## config.mk

```make
export PLATFORM = sky130hd
export DESIGN_NAME = button_conditioner
export DESIGN_NICKNAME = d
export VERILOG_FILES = /design/src/rtl/button_conditioner.sv
export SDC_FILE = /design/constraint.sdc
export NUM_CORES = 1
export LEC_CHECK = 0
export ABC_AREA = 1
export CAP_MARGIN = 20
export CELL_PAD_IN_SITES_DETAIL_PLACEMENT = 1
export CELL_PAD_IN_SITES_GLOBAL_PLACEMENT = 2
export CORE_MARGIN = 4
export CORE_UTILIZATION = 37
export DETAILED_ROUTE_END_ITERATION = 16
export PLACE_DENSITY_LB_ADDON = 0.3
export SYNTH_ARGS = -nofsm -noshare
export SYNTH_HDL_FRONTEND = slang
export SYNTH_SLANG_ARGS = --single-unit
```

## constraint.sdc

```tcl
create_clock -name clk -period 3 [get_ports clk]
set_input_delay 0.75 -clock clk [delete_from_list [all_inputs] [get_ports clk]]
set_output_delay 0.75 -clock clk [all_outputs]
set_load 0.01 [all_outputs]
```

## src/rtl/button_conditioner.sv

```systemverilog
// -----------------------------------------------------------------------------
// button_conditioner
//
// Conditions raw player push-buttons for the game controller. Each channel is
// independent: the pin is normalised to 1 = pressed, passed through a 2-flop
// synchroniser, debounced by a stable-count filter, and turned into a clean
// level plus single-cycle press / release / move strobes.
//
// Optional feature macro: BUTTON_AUTOREPEAT_EN
//   defined     -> a per-channel repeat engine makes btn_move auto-repeat while
//                  a button is held (first repeat after REPEAT_DELAY cycles,
//                  then every REPEAT_PERIOD cycles).
//   not defined -> no repeat engine; btn_move is identical to btn_press.
//
// Parameters:
//   N_BUTTONS        number of independent channels
//   ACTIVE_LOW       1 = pin reads 0 when pressed
//   DEBOUNCE_CYCLES  consecutive stable cycles needed to accept a change (>= 2)
//   REPEAT_DELAY     cycles from accepted press to first repeat (>= 2)
//   REPEAT_PERIOD    cycles between later repeats (>= 2)
//
// Ports:
//   clk          system clock
//   rst          synchronous active-high reset
//   btn_raw      raw asynchronous button pins
//   btn_level    debounced level, 1 = held
//   btn_press    one-cycle strobe on accepted 0->1
//   btn_release  one-cycle strobe on accepted 1->0
//   btn_move     one-cycle strobe: press OR repeat
// All outputs are registered; there is no combinational path from btn_raw.
// -----------------------------------------------------------------------------
module button_conditioner #(
  parameter int N_BUTTONS       = 8,
  parameter int ACTIVE_LOW      = 1,
  parameter int DEBOUNCE_CYCLES = 500000,
  parameter int REPEAT_DELAY    = 25000000,
  parameter int REPEAT_PERIOD   = 5000000
) (
  input  logic                 clk,
  input  logic                 rst,
  input  logic [N_BUTTONS-1:0] btn_raw,
  output logic [N_BUTTONS-1:0] btn_level,
  output logic [N_BUTTONS-1:0] btn_press,
  output logic [N_BUTTONS-1:0] btn_release,
  output logic [N_BUTTONS-1:0] btn_move
);

  localparam int              DC_W    = $clog2(DEBOUNCE_CYCLES);
  localparam logic [DC_W-1:0] DC_LAST = DC_W'(DEBOUNCE_CYCLES - 1);
  localparam logic [DC_W-1:0] DC_ONE  = DC_W'(1);

`ifdef BUTTON_AUTOREPEAT_EN
  localparam int              RC_MAX  = (REPEAT_DELAY > REPEAT_PERIOD) ? REPEAT_DELAY : REPEAT_PERIOD;
  localparam int              RC_W    = $clog2(RC_MAX);
  localparam logic [RC_W-1:0] RD_LAST = RC_W'(REPEAT_DELAY - 1);
  localparam logic [RC_W-1:0] RP_LAST = RC_W'(REPEAT_PERIOD - 1);
  localparam logic [RC_W-1:0] RC_ONE  = RC_W'(1);
`endif

  // Internal polarity: 1 = pressed.
  logic [N_BUTTONS-1:0] norm;
  assign norm = (ACTIVE_LOW != 0) ? ~btn_raw : btn_raw;

  genvar gi;
  generate
    for (gi = 0; gi < N_BUTTONS; gi++) begin : g_chan
      logic            s1_q, s2_q;
      logic            lvl_q, lvl_d;
      logic [DC_W-1:0] dc_q, dc_d;
      logic            press_q, press_d;
      logic            release_q, release_d;
      logic            move_q, move_d;

      // Debouncer: dc counts consecutive cycles where the synchronised input
      // disagrees with the accepted level; any agreement restarts the count.
      always_comb begin
        lvl_d     = lvl_q;
        dc_d      = dc_q;
        press_d   = 1'b0;
        release_d = 1'b0;
        if (s2_q == lvl_q) begin
          dc_d = '0;
        end else if (dc_q == DC_LAST) begin
          lvl_d     = s2_q;
          dc_d      = '0;
          press_d   = s2_q;
          release_d = ~s2_q;
        end else begin
          dc_d = dc_q + DC_ONE;
        end
      end

`ifdef BUTTON_AUTOREPEAT_EN
      logic [RC_W-1:0] rc_q, rc_d;
      logic            first_q, first_d;
      logic            rep_d;

      // Repeat engine: rc measures time since the press (first interval) or
      // since the previous repeat (later intervals).
      always_comb begin
        rc_d    = rc_q;
        first_d = first_q;
        rep_d   = 1'b0;
        if (press_d) begin
          rc_d    = '0;
          first_d = 1'b1;
        end else if (lvl_q) begin
          if (rc_q == (first_q ? RD_LAST : RP_LAST)) begin
            // A release accepted on this edge swallows the repeat.
            rep_d   = ~release_d;
            rc_d    = '0;
            first_d = 1'b0;
          end else begin
            rc_d = rc_q + RC_ONE;
          end
        end else begin
          rc_d = '0;
        end
      end

      always_ff @(posedge clk) begin
        if (rst) begin
          rc_q    <= '0;
          first_q <= 1'b0;
        end else begin
          rc_q    <= rc_d;
          first_q <= first_d;
        end
      end

      assign move_d = press_d | rep_d;
`else
      assign move_d = press_d;
`endif

      always_ff @(posedge clk) begin
        if (rst) begin
          s1_q      <= 1'b0;
          s2_q      <= 1'b0;
          lvl_q     <= 1'b0;
          dc_q      <= '0;
          press_q   <= 1'b0;
          release_q <= 1'b0;
          move_q    <= 1'b0;
        end else begin
          s1_q      <= norm[gi];
          s2_q      <= s1_q;
          lvl_q     <= lvl_d;
          dc_q      <= dc_d;
          press_q   <= press_d;
          release_q <= release_d;
          move_q    <= move_d;
        end
      end

      assign btn_level[gi]   = lvl_q;
      assign btn_press[gi]   = press_q;
      assign btn_release[gi] = release_q;
      assign btn_move[gi]    = move_q;
    end
  endgenerate

endmodule
```

==> results of run 1 <==
-- flip-flops by register name, summed over array words and instances, names as in the netlist --
| register | flops |
|---|---|
| g_chan.dc_q | 152 |
| g_chan.s2_q | 8 |
| g_chan.move_q | 8 |
| g_chan.s1_q | 8 |
| g_chan.lvl_q | 8 |
| g_chan.release_q | 8 |
-- logic make-up after synthesis --
group | after synthesis | share of synthesized area
AOI/OAI and AO/OA | 79 | 0.0478
xor gates and xnor gates | 71 | 0.0664
adders and majority gates | 8 | 0.0107
buffers and inverters | 200 | 0.101
DFF | 192 | 0.411
and+or+nand+nor | 806 | 0.363
-- layout make-up --
class | instances | area (sq um)
multi-input combinational | 964 | 4570
tap | 324 | 405
clock buffer | 18 | 429
inverter | 157 | 592
clock inverter | 14 | 236
timing repair buffer | 42 | 418
fill | 3187 | 14100
sequential | 192 | 3840
-- cell usage in the layout (no fill, tap or decap), drive strengths merged, types with 6 or more instances in the layout --
| cell type | instances |
|---|---|
| nand2 | 312 |
| dfxtp | 192 |
| nand4 | 31 |
| clkdlybuf4s50 | 41 |
| o21ai | 24 |
| nor2 | 337 |
| nand3 | 91 |
| or2 | 14 |
| ha | 8 |
| clkbuf | 18 |
| bufinv | 6 |
| nor3 | 13 |
| inv | 158 |
| a21oi | 55 |
| xor2 | 48 |
| xnor2 | 23 |
-- cell usage after synthesis, types with 10 or more instances --
library cell,number
a21oi_1,50
buf_4,32
buf_6,10
dfxtp_1,192
inv_1,156
nand2_1,302
nand3_1,84
nand4_1,31
nor2_1,332
nor3_1,12
o21ai_0,20
xnor2_1,23
xor2_1,48
-- layer usage --
metal / vias up / wire length [microns] / track usage
met4: 0 / 212 / 0.0395
met2: 52 / 10300 / 0.283
met5: - / 0 / 0
li1: 4207 / - / -
met1: 3672 / 11100 / 0.211
met3: 14 / 441 / 0.0308
-- worst max path at each step --
stage / startpoint / cells after the start / slack (ns) / end
2_1_floorplan: rst / 8 / 1.38 / g_chan[3].dc_q[12]
3_3_place_gp: rst / 8 / 0.59 / g_chan[0].dc_q[16]
3_5_place_dp: rst / 8 / 0.53 / g_chan[0].dc_q[16]
4_1_cts: g_chan[5].lvl_q / 1 / 0.76 / btn_level[5]
5_1_grt: g_chan[5].lvl_q / 1 / 0.76 / btn_level[5]
6_report: g_chan[5].lvl_q / 1 / 0.81 / btn_level[5]
-- report_power, final --
part	internal, mW	total, mW	switching, mW
registers	2.56	2.57	0.00700
clock network	1.56	2.58	1.01
logic	0.0244	0.0723	0.0480
==> impl_metrics.py, run 1 <==
metrics = {
    "run_status": {
        "status": "finished clean",
    },
    "floorplanning": {
        "core_sq_um": 24600,
        "io_pins": 42,
        "start_util": 0.380,
        "rows": 57,
        "die_area_sq_um": 27900,
        "fp.dieH_microns": 167,
        "chipWidth_microns": 167,
    },
    "routing": {
        "drt_iter0_markers": 251,
        "routed_wl_microns": 22000,
        "drcViolationCount": 0,
        "drtAntennaViolNets": 0,
        "first_pass_iters": 4,
        "wl_per_cell_microns": 12.8,
        "vias_per_cell": 4.64,
        "vias": 7945,
    },
    "timing": {
        "hold_viol": 0,
        "rsz0062_at_grt": "false",
        "worstMarginPinSlew_ns": 0.536,
        "whs_ns": 0.405,
        "setup_viol": 0,
        "slew_headroom": 0.641,
        "finalMaxSlewViolations": 0,
        "timing.clock.skew_ns": 0.0158,
        "finalWorstSetupSlack_ns": 0.811,
        "max_clock_freq_mhz": 457,
        "fin_crit_sh": 0.730,
        "post-route-min-period_ns": 2.19,
        "setup_tns_ns": 0,
    },
    "setup_path": {
        "r2r_end": "g_chan[4].dc_q[15]",
        "setup.worst_path.start_class": "register",
        "arrival_ns": 1.44,
        "path_cells": "clkdlybuf4s50_1",
        "reg2reg_from": "g_chan[4].dc_q[0]",
        "ff2ff_setup_slack_ns": 1.22,
        "worstPathRequired_ns": 2.25,
        "slowest_stage": "clkdlybuf4s50_1",
        "r2r_cells": 8,
        "crit_family": "buffers and inverters",
        "crit_path_end_kind": "primary output",
        "worst_path_largest_cell_delay_ns": 0.58,
        "critPathBufInv": 1,
        "cp_max_fo": 3,
        "critPathKind": "register to primary output",
    },
    "clock_tree": {
        "cts_tree": "yes",
        "cts.sinks": 192,
        "cts_hold_buf": 0,
        "post_cts_buffers": 0,
        "path_clk_slew_ns": 0.07,
        "cts_root_buf": "clkbuf_16",
        "clock_latency_ns": 0.44,
        "htreeDepth": 4,
        "cts.path.max_buffers": 2,
        "numCtsBuffers": 17,
        "post_cts_resized": 0,
    },
    "layout": {
        "drive_gt1_frac": 0.0512,
        "n_antenna_cell": 0,
        "finish.instance_area_sq_um": 10500,
        "post-route-util": 0.426,
        "finalNonFillerCells": 1711,
        "nets": 1392,
        "area_growth_pct": 12.1,
    },
    "yosys": {
        "syn_avg_cell_area_sq_um": 6.90,
        "ys.flop_type": "dfxtp_1",
        "synth_area_leaders": "dfxtp_1, nor2_1, nand2_1",
        "seq_area_frac_synth": 0.411,
        "synthesis.nets": 1374,
        "synth.top_cell.area_share": 0.411,
        "yosysTopAreaCell": "dfxtp_1",
        "yosysWarnings": 0,
        "synth.distinct_cells": 32,
        "synth_area_sq_um": 9360,
        "synth_edf_count": 0,
        "postSynthCellCount": 1356,
        "synth_seq_cells": 192,
        "async_flop_share": 0,
    },
    "global_route": {
        "antenna_found_initial": 0,
        "first_global_vias": 8287,
        "gr-usage-all-layers": 0.163,
        "overflow": 0,
        "grt_max_degree": 20,
        "grt_pass1_wl_microns": 38500,
    },
    "placed_design": {
        "dp_hpwl_microns": 16500,
        "dpl_cell_area_sq_um": 9830,
        "dp_cells": 1679,
        "preCtsSetupSlack_ns": 0.530,
        "gp_congestion": 0.833,
        "io_buffers": 41,
    },
    "power_and_ir_drop": {
        "vdd_drop_max_mv": 0.277,
        "powerDensity_nw_per_um2": 497,
        "power_mw": 5.22,
        "p_leak_nw": 3.42,
    },
    "hold_path": {
        "hold_path_end": "g_chan[7].s2_q",
        "hold_class": "register to register",
        "min_path_cells": 2,
        "min_from": "g_chan[7].s1_q",
    },
    "job": {
        "cap_violations": 0,
    },
}
Power figures use the tool's default switching activity.
==> inputs of run 2 (changes only) <==
CORE_UTILIZATION = 31   (was 37)
clock period = 1.9 ns   (was 3 ns; I/O delays follow)
==> impl_metrics.py, run 2 (synthesis gave the netlist of run 1 again) <==
metrics = {
    "global_route": {
        "grt_max_degree": 20,
        "grt_pass1_wl_microns": 38600,
        "overflow": 0,
        "gr-usage-all-layers": 0.139,
        "first_global_vias": 8237,
        "antenna_found_initial": 0,
    },
    "setup_path": {
        "setup.worst_path.start_class": "register",
        "ff2ff_setup_slack_ns": 0.25,
        "path_cells": "clkdlybuf4s50_1",
        "cp_max_fo": 2,
        "worst_path_largest_cell_delay_ns": 0.55,
        "critPathBufInv": 1,
        "crit_path_end_kind": "primary output",
        "crit_family": "buffers and inverters",
        "critPathKind": "register to primary output",
        "arrival_ns": 1.36,
        "worstPathRequired_ns": 1.42,
        "slowest_stage": "clkdlybuf4s50_1",
    },
    "floorplanning": {
        "die_area_sq_um": 33000,
        "core_sq_um": 29700,
        "io_pins": 42,
        "rows": 63,
        "chipWidth_microns": 182,
        "start_util": 0.315,
        "fp.dieH_microns": 182,
    },
    "timing": {
        "max_clock_freq_mhz": 545,
        "timing.clock.skew_ns": 0.0112,
        "slew_headroom": 0.635,
        "post-route-min-period_ns": 1.84,
        "hold_viol": 0,
        "worstMarginPinSlew_ns": 0.545,
        "finalMaxSlewViolations": 0,
        "setup_tns_ns": 0,
        "finalWorstSetupSlack_ns": 0.0649,
        "setup_viol": 0,
        "rsz0062_at_grt": "false",
        "whs_ns": 0.405,
        "fin_crit_sh": 0.966,
    },
    "routing": {
        "vias": 8115,
        "first_pass_iters": 4,
        "wl_per_cell_microns": 12.2,
        "drt_iter0_markers": 256,
        "vias_per_cell": 4.50,
        "drcViolationCount": 0,
        "drtAntennaViolNets": 0,
        "routed_wl_microns": 22000,
    },
    "layout": {
        "max_flop_register": "g_chan.dc_q",
        "layout_commonest_cell": "nor2_1",
        "drive_gt1_frac": 0.0687,
        "nets": 1419,
        "largest_reg_flops": 152,
        "layout_common_cells": "nor2_1, nand2_1, dfxtp_1, inv_1, nand3_1",
        "post-route-util": 0.361,
        "n_antenna_cell": 0,
        "area_growth_pct": 14.6,
        "finish.instance_area_sq_um": 10700,
        "finalNonFillerCells": 1802,
    },
    "clock_tree": {
        "cts_hold_buf": 0,
        "htreeDepth": 4,
        "cts.path.max_buffers": 2,
        "clock_latency_ns": 0.43,
        "cts_tree": "yes",
        "path_clk_slew_ns": 0.07,
        "cts.sinks": 192,
        "numCtsBuffers": 17,
        "cts_root_buf": "clkbuf_16",
    },
    "placed_design": {
        "dp_cells": 1772,
        "preCtsSetupSlack_ns": -0.0570,
        "dpl_cell_area_sq_um": 10200,
        "io_buffers": 41,
        "gp_congestion": 0.790,
        "dp_hpwl_microns": 17000,
    },
    "power_and_ir_drop": {
        "swShare": 0.222,
        "power_mw": 7.77,
        "seqPwrFrac": 0.522,
        "p_clk_frac": 0.460,
        "p_comb_frac": 0.019,
        "p_leak_nw": 3.55,
        "vdd_drop_max_mv": 0.637,
        "p_int_mw": 6.04,
        "powerDensity_nw_per_um2": 724,
        "p_switching_mw": 1.73,
    },
    "run_status": {
        "status": "finished clean",
    },
    "hold_path": {
        "hold_class": "register to register",
    },
    "job": {
        "cap_violations": 0,
    },
}
run 2: path summary, 6_finish.rpt:
check,start,end,cells after the start
setup / recovery,g_chan[4].lvl_q,btn_level[4],1
hold / removal,g_chan[7].s1_q,g_chan[7].s2_q,2
setup reg to reg,g_chan[7].dc_q[0],g_chan[7].dc_q[14],6
hold reg to reg,g_chan[7].s1_q,g_chan[7].s2_q,2
run 2: cell type report:
type | count | area, sq um
Fill cell | 3732 | 19000
Multi-Input combinational cell | 964 | 4570
Sequential cell | 192 | 3840
Timing Repair Buffer | 69 | 672
Tap cell | 390 | 488
Inverter | 157 | 592
Clock inverter | 12 | 136
Clock buffer | 18 | 429
run 2: power groups by stage:
| stage | clock network, mW | logic (mW) | registers [mW] |
|---|---|---|---|
| floorplan | 0 | 0.0826 | 4.14 |
| global route | 3.87 | 0.162 | 4.05 |
| CTS | 3.74 | 0.149 | 4.05 |
| detailed placement | 0 | 0.148 | 4.15 |
| finish | 3.57 | 0.144 | 4.05 |
| global placement | 0 | 0.145 | 4.15 |
run 2: layer usage:
metal,GRT usage,share of wire,up-vias
met5,0,0,-
met4,0.0411,0.013,0
met3,0.0260,0.023,18
met2,0.231,0.46,57
met1,0.183,0.50,3781
li1,-,-,4259
run 2: timing repair:
action,in CTS,in global routing
buffers inserted,0,0
endpoints found under the hold margin,0,0
endpoints found under the setup margin,2,1
resized for setup,2,1
==> inputs of run 3 (changes only) <==
--- a/config.mk
+++ b/config.mk
@@ -10,5 +10,5 @@
 export CELL_PAD_IN_SITES_DETAIL_PLACEMENT = 1
 export CELL_PAD_IN_SITES_GLOBAL_PLACEMENT = 2
-export CORE_MARGIN = 4
+export CORE_MARGIN = 2
 export CORE_UTILIZATION = 31
 export DETAILED_ROUTE_END_ITERATION = 16
==> constraint.sdc (replaced) <==
create_clock -name clk -period 1.9 [get_ports clk]
set_input_delay 0.19 -clock clk [delete_from_list [all_inputs] [get_ports clk]]
set_output_delay 0.19 -clock clk [all_outputs]
set_load 0.01 [all_outputs]
==> impl_metrics.py, run 3 (synthesis gave the netlist of run 1 again) <==
metrics = {
    "layout": {
        "seqCellArea_sq_um": 3840,
        "multiInputGateArea_sq_um": 4570,
        "layout_common_cells": "nor2_1, nand2_1, dfxtp_1, inv_1, nand3_1",
        "largest_reg_flops": 152,
        "fillCellCount": 3780,
        "n_antenna_cell": 0,
        "nets": 1405,
        "area_growth_pct": 13.3,
        "layout_commonest_cell": "nor2_1",
        "drive_gt1_frac": 0.0600,
        "max_flop_register": "g_chan.dc_q",
    },
    "global_route": {
        "met3_usage": 0.0253,
        "grt_use_met2": 0.247,
        "grt_pass1_wl_microns": 38400,
        "overflow": 0,
        "first_global_vias": 8213,
        "grt.met1_usage": 0.198,
        "grt_max_degree": 20,
        "grt.busiest_layer": "met2",
        "antenna_found_initial": 0,
        "gr-usage-all-layers": 0.150,
    },
    "floorplanning": {
        "fp.dieH_microns": 178,
        "chipWidth_microns": 178,
        "rows": 63,
        "start_util": 0.315,
        "core_sq_um": 29700,
        "io_pins": 42,
        "die_area_sq_um": 31600,
    },
    "setup_path": {
        "cp-endpoint": "g_chan[3].dc_q[18]",
        "setup.worst_path.start_class": "register",
        "cp_max_fo": 5,
        "arrival_ns": 1.96,
        "reg2reg_from": "g_chan[3].dc_q[0]",
        "critPathKind": "register to register",
        "ff2ff_setup_slack_ns": 0.26,
        "critPathLaunch": "g_chan[3].dc_q[0]",
        "r2r_end": "g_chan[3].dc_q[18]",
        "worstPathRequired_ns": 2.22,
        "crit_path_end_kind": "register",
        "r2r_cells": 9,
    },
    "hold_path": {
        "hold_class": "primary input to register",
        "min_path_cells": 2,
    },
    "timing": {
        "post-route-min-period_ns": 1.64,
        "max_clock_freq_mhz": 609,
        "worstMarginPinSlew_ns": 0.405,
        "hold_viol": 0,
        "slew_headroom": 0.729,
        "fin_crit_sh": 0.865,
        "whs_ns": 0.281,
        "setup_viol": 0,
        "rsz0062_at_grt": "false",
        "setup_tns_ns": 0,
        "timing.clock.skew_ns": 0.0150,
        "finalMaxSlewViolations": 0,
    },
    "clock_tree": {
        "post_cts_buffers": 0,
        "numCtsBuffers": 17,
        "cts_tree": "yes",
        "clock_latency_ns": 0.44,
        "cts.sinks": 192,
        "post_cts_resized": 0,
        "cts_hold_buf": 0,
        "cts.path.max_buffers": 2,
        "cts_root_buf": "clkbuf_16",
        "path_clk_slew_ns": 0.07,
        "htreeDepth": 4,
    },
    "power_and_ir_drop": {
        "p_int_mw": 6.13,
        "p_comb_frac": 0.015,
        "p_switching_mw": 1.79,
        "seqPwrFrac": 0.511,
        "p_clk_frac": 0.473,
        "swShare": 0.226,
        "vdd_drop_max_mv": 0.543,
        "p_leak_nw": 3.46,
        "powerDensity_nw_per_um2": 747,
    },
    "run_status": {
        "status": "finished clean",
    },
    "routing": {
        "vias_per_cell": 4.51,
        "drtAntennaViolNets": 0,
        "drcViolationCount": 0,
        "first_pass_iters": 6,
        "vias": 8080,
        "wl_per_cell_microns": 12.3,
        "routed_wl_microns": 22000,
        "drt_iter0_markers": 303,
    },
    "job": {
        "cap_violations": 0,
    },
    "placed_design": {
        "dp_hpwl_microns": 16700,
        "io_buffers": 41,
        "gp_congestion": 0.772,
    },
}
run 3: metrics by stage:
step           power [mW]  setup WS, ns  std cells  utilization  cell area [sq um]
6_report             7.92         0.257       1790        0.357              10600
5_1_grt              8.25        0.0245       1790        0.357              10600
4_1_cts              8.07         0.210       1790        0.357              10600
3_5_place_dp         4.27        0.0664       1758        0.337              10000
2_1_floorplan        4.23         0.480       1356            -               9360
3_3_place_gp         4.27         0.129       1758        0.337              10000
run 3: layout make-up:
cell class	count	share of cell area
Clock inverter	12	0.0137
Multi-Input combinational cell	964	0.431
Inverter	157	0.0558
Timing Repair Buffer	55	0.0486
Sequential cell	192	0.362
Tap cell	390	0.0460
Clock buffer	20	0.0430
run 3: worst min path at each step:
stage	from	end	slack [ns]
2_1_floorplan	btn_raw[0]	g_chan[0].s1_q	0.26
3_3_place_gp	g_chan[1].s1_q	g_chan[1].s2_q	0.39
3_5_place_dp	g_chan[6].s1_q	g_chan[6].s2_q	0.40
4_1_cts	btn_raw[3]	g_chan[3].s1_q	0.26
5_1_grt	btn_raw[3]	g_chan[3].s1_q	0.27
6_report	btn_raw[3]	g_chan[3].s1_q	0.28
run 3: critical path, stage by stage, from the launching register on:
cell	delay, ns
dfxtp_1	0.41
ha_1	0.23
nand3_1	0.11
buf_4	0.16
nor2_2	0.19
nand2_1	0.12
nor2_1	0.13
nand3_1	0.09
nand2_1	0.07
nor2_1	0.03
run 3: per-layer routing:
metal	routed length [microns]	share of wire
met1	11200	0.51
met2	10100	0.46
met3	397	0.018
met4	296	0.013
met5	0	0
run 3: power groups by stage:
stage	combinational (mW)	clock, mW	sequential, mW
3_5_place_dp	0.127	0	4.15
3_3_place_gp	0.125	0	4.15
4_1_cts	0.128	3.89	4.05
2_1_floorplan	0.0826	0	4.14
6_report	0.123	3.75	4.05
5_1_grt	0.140	4.06	4.05
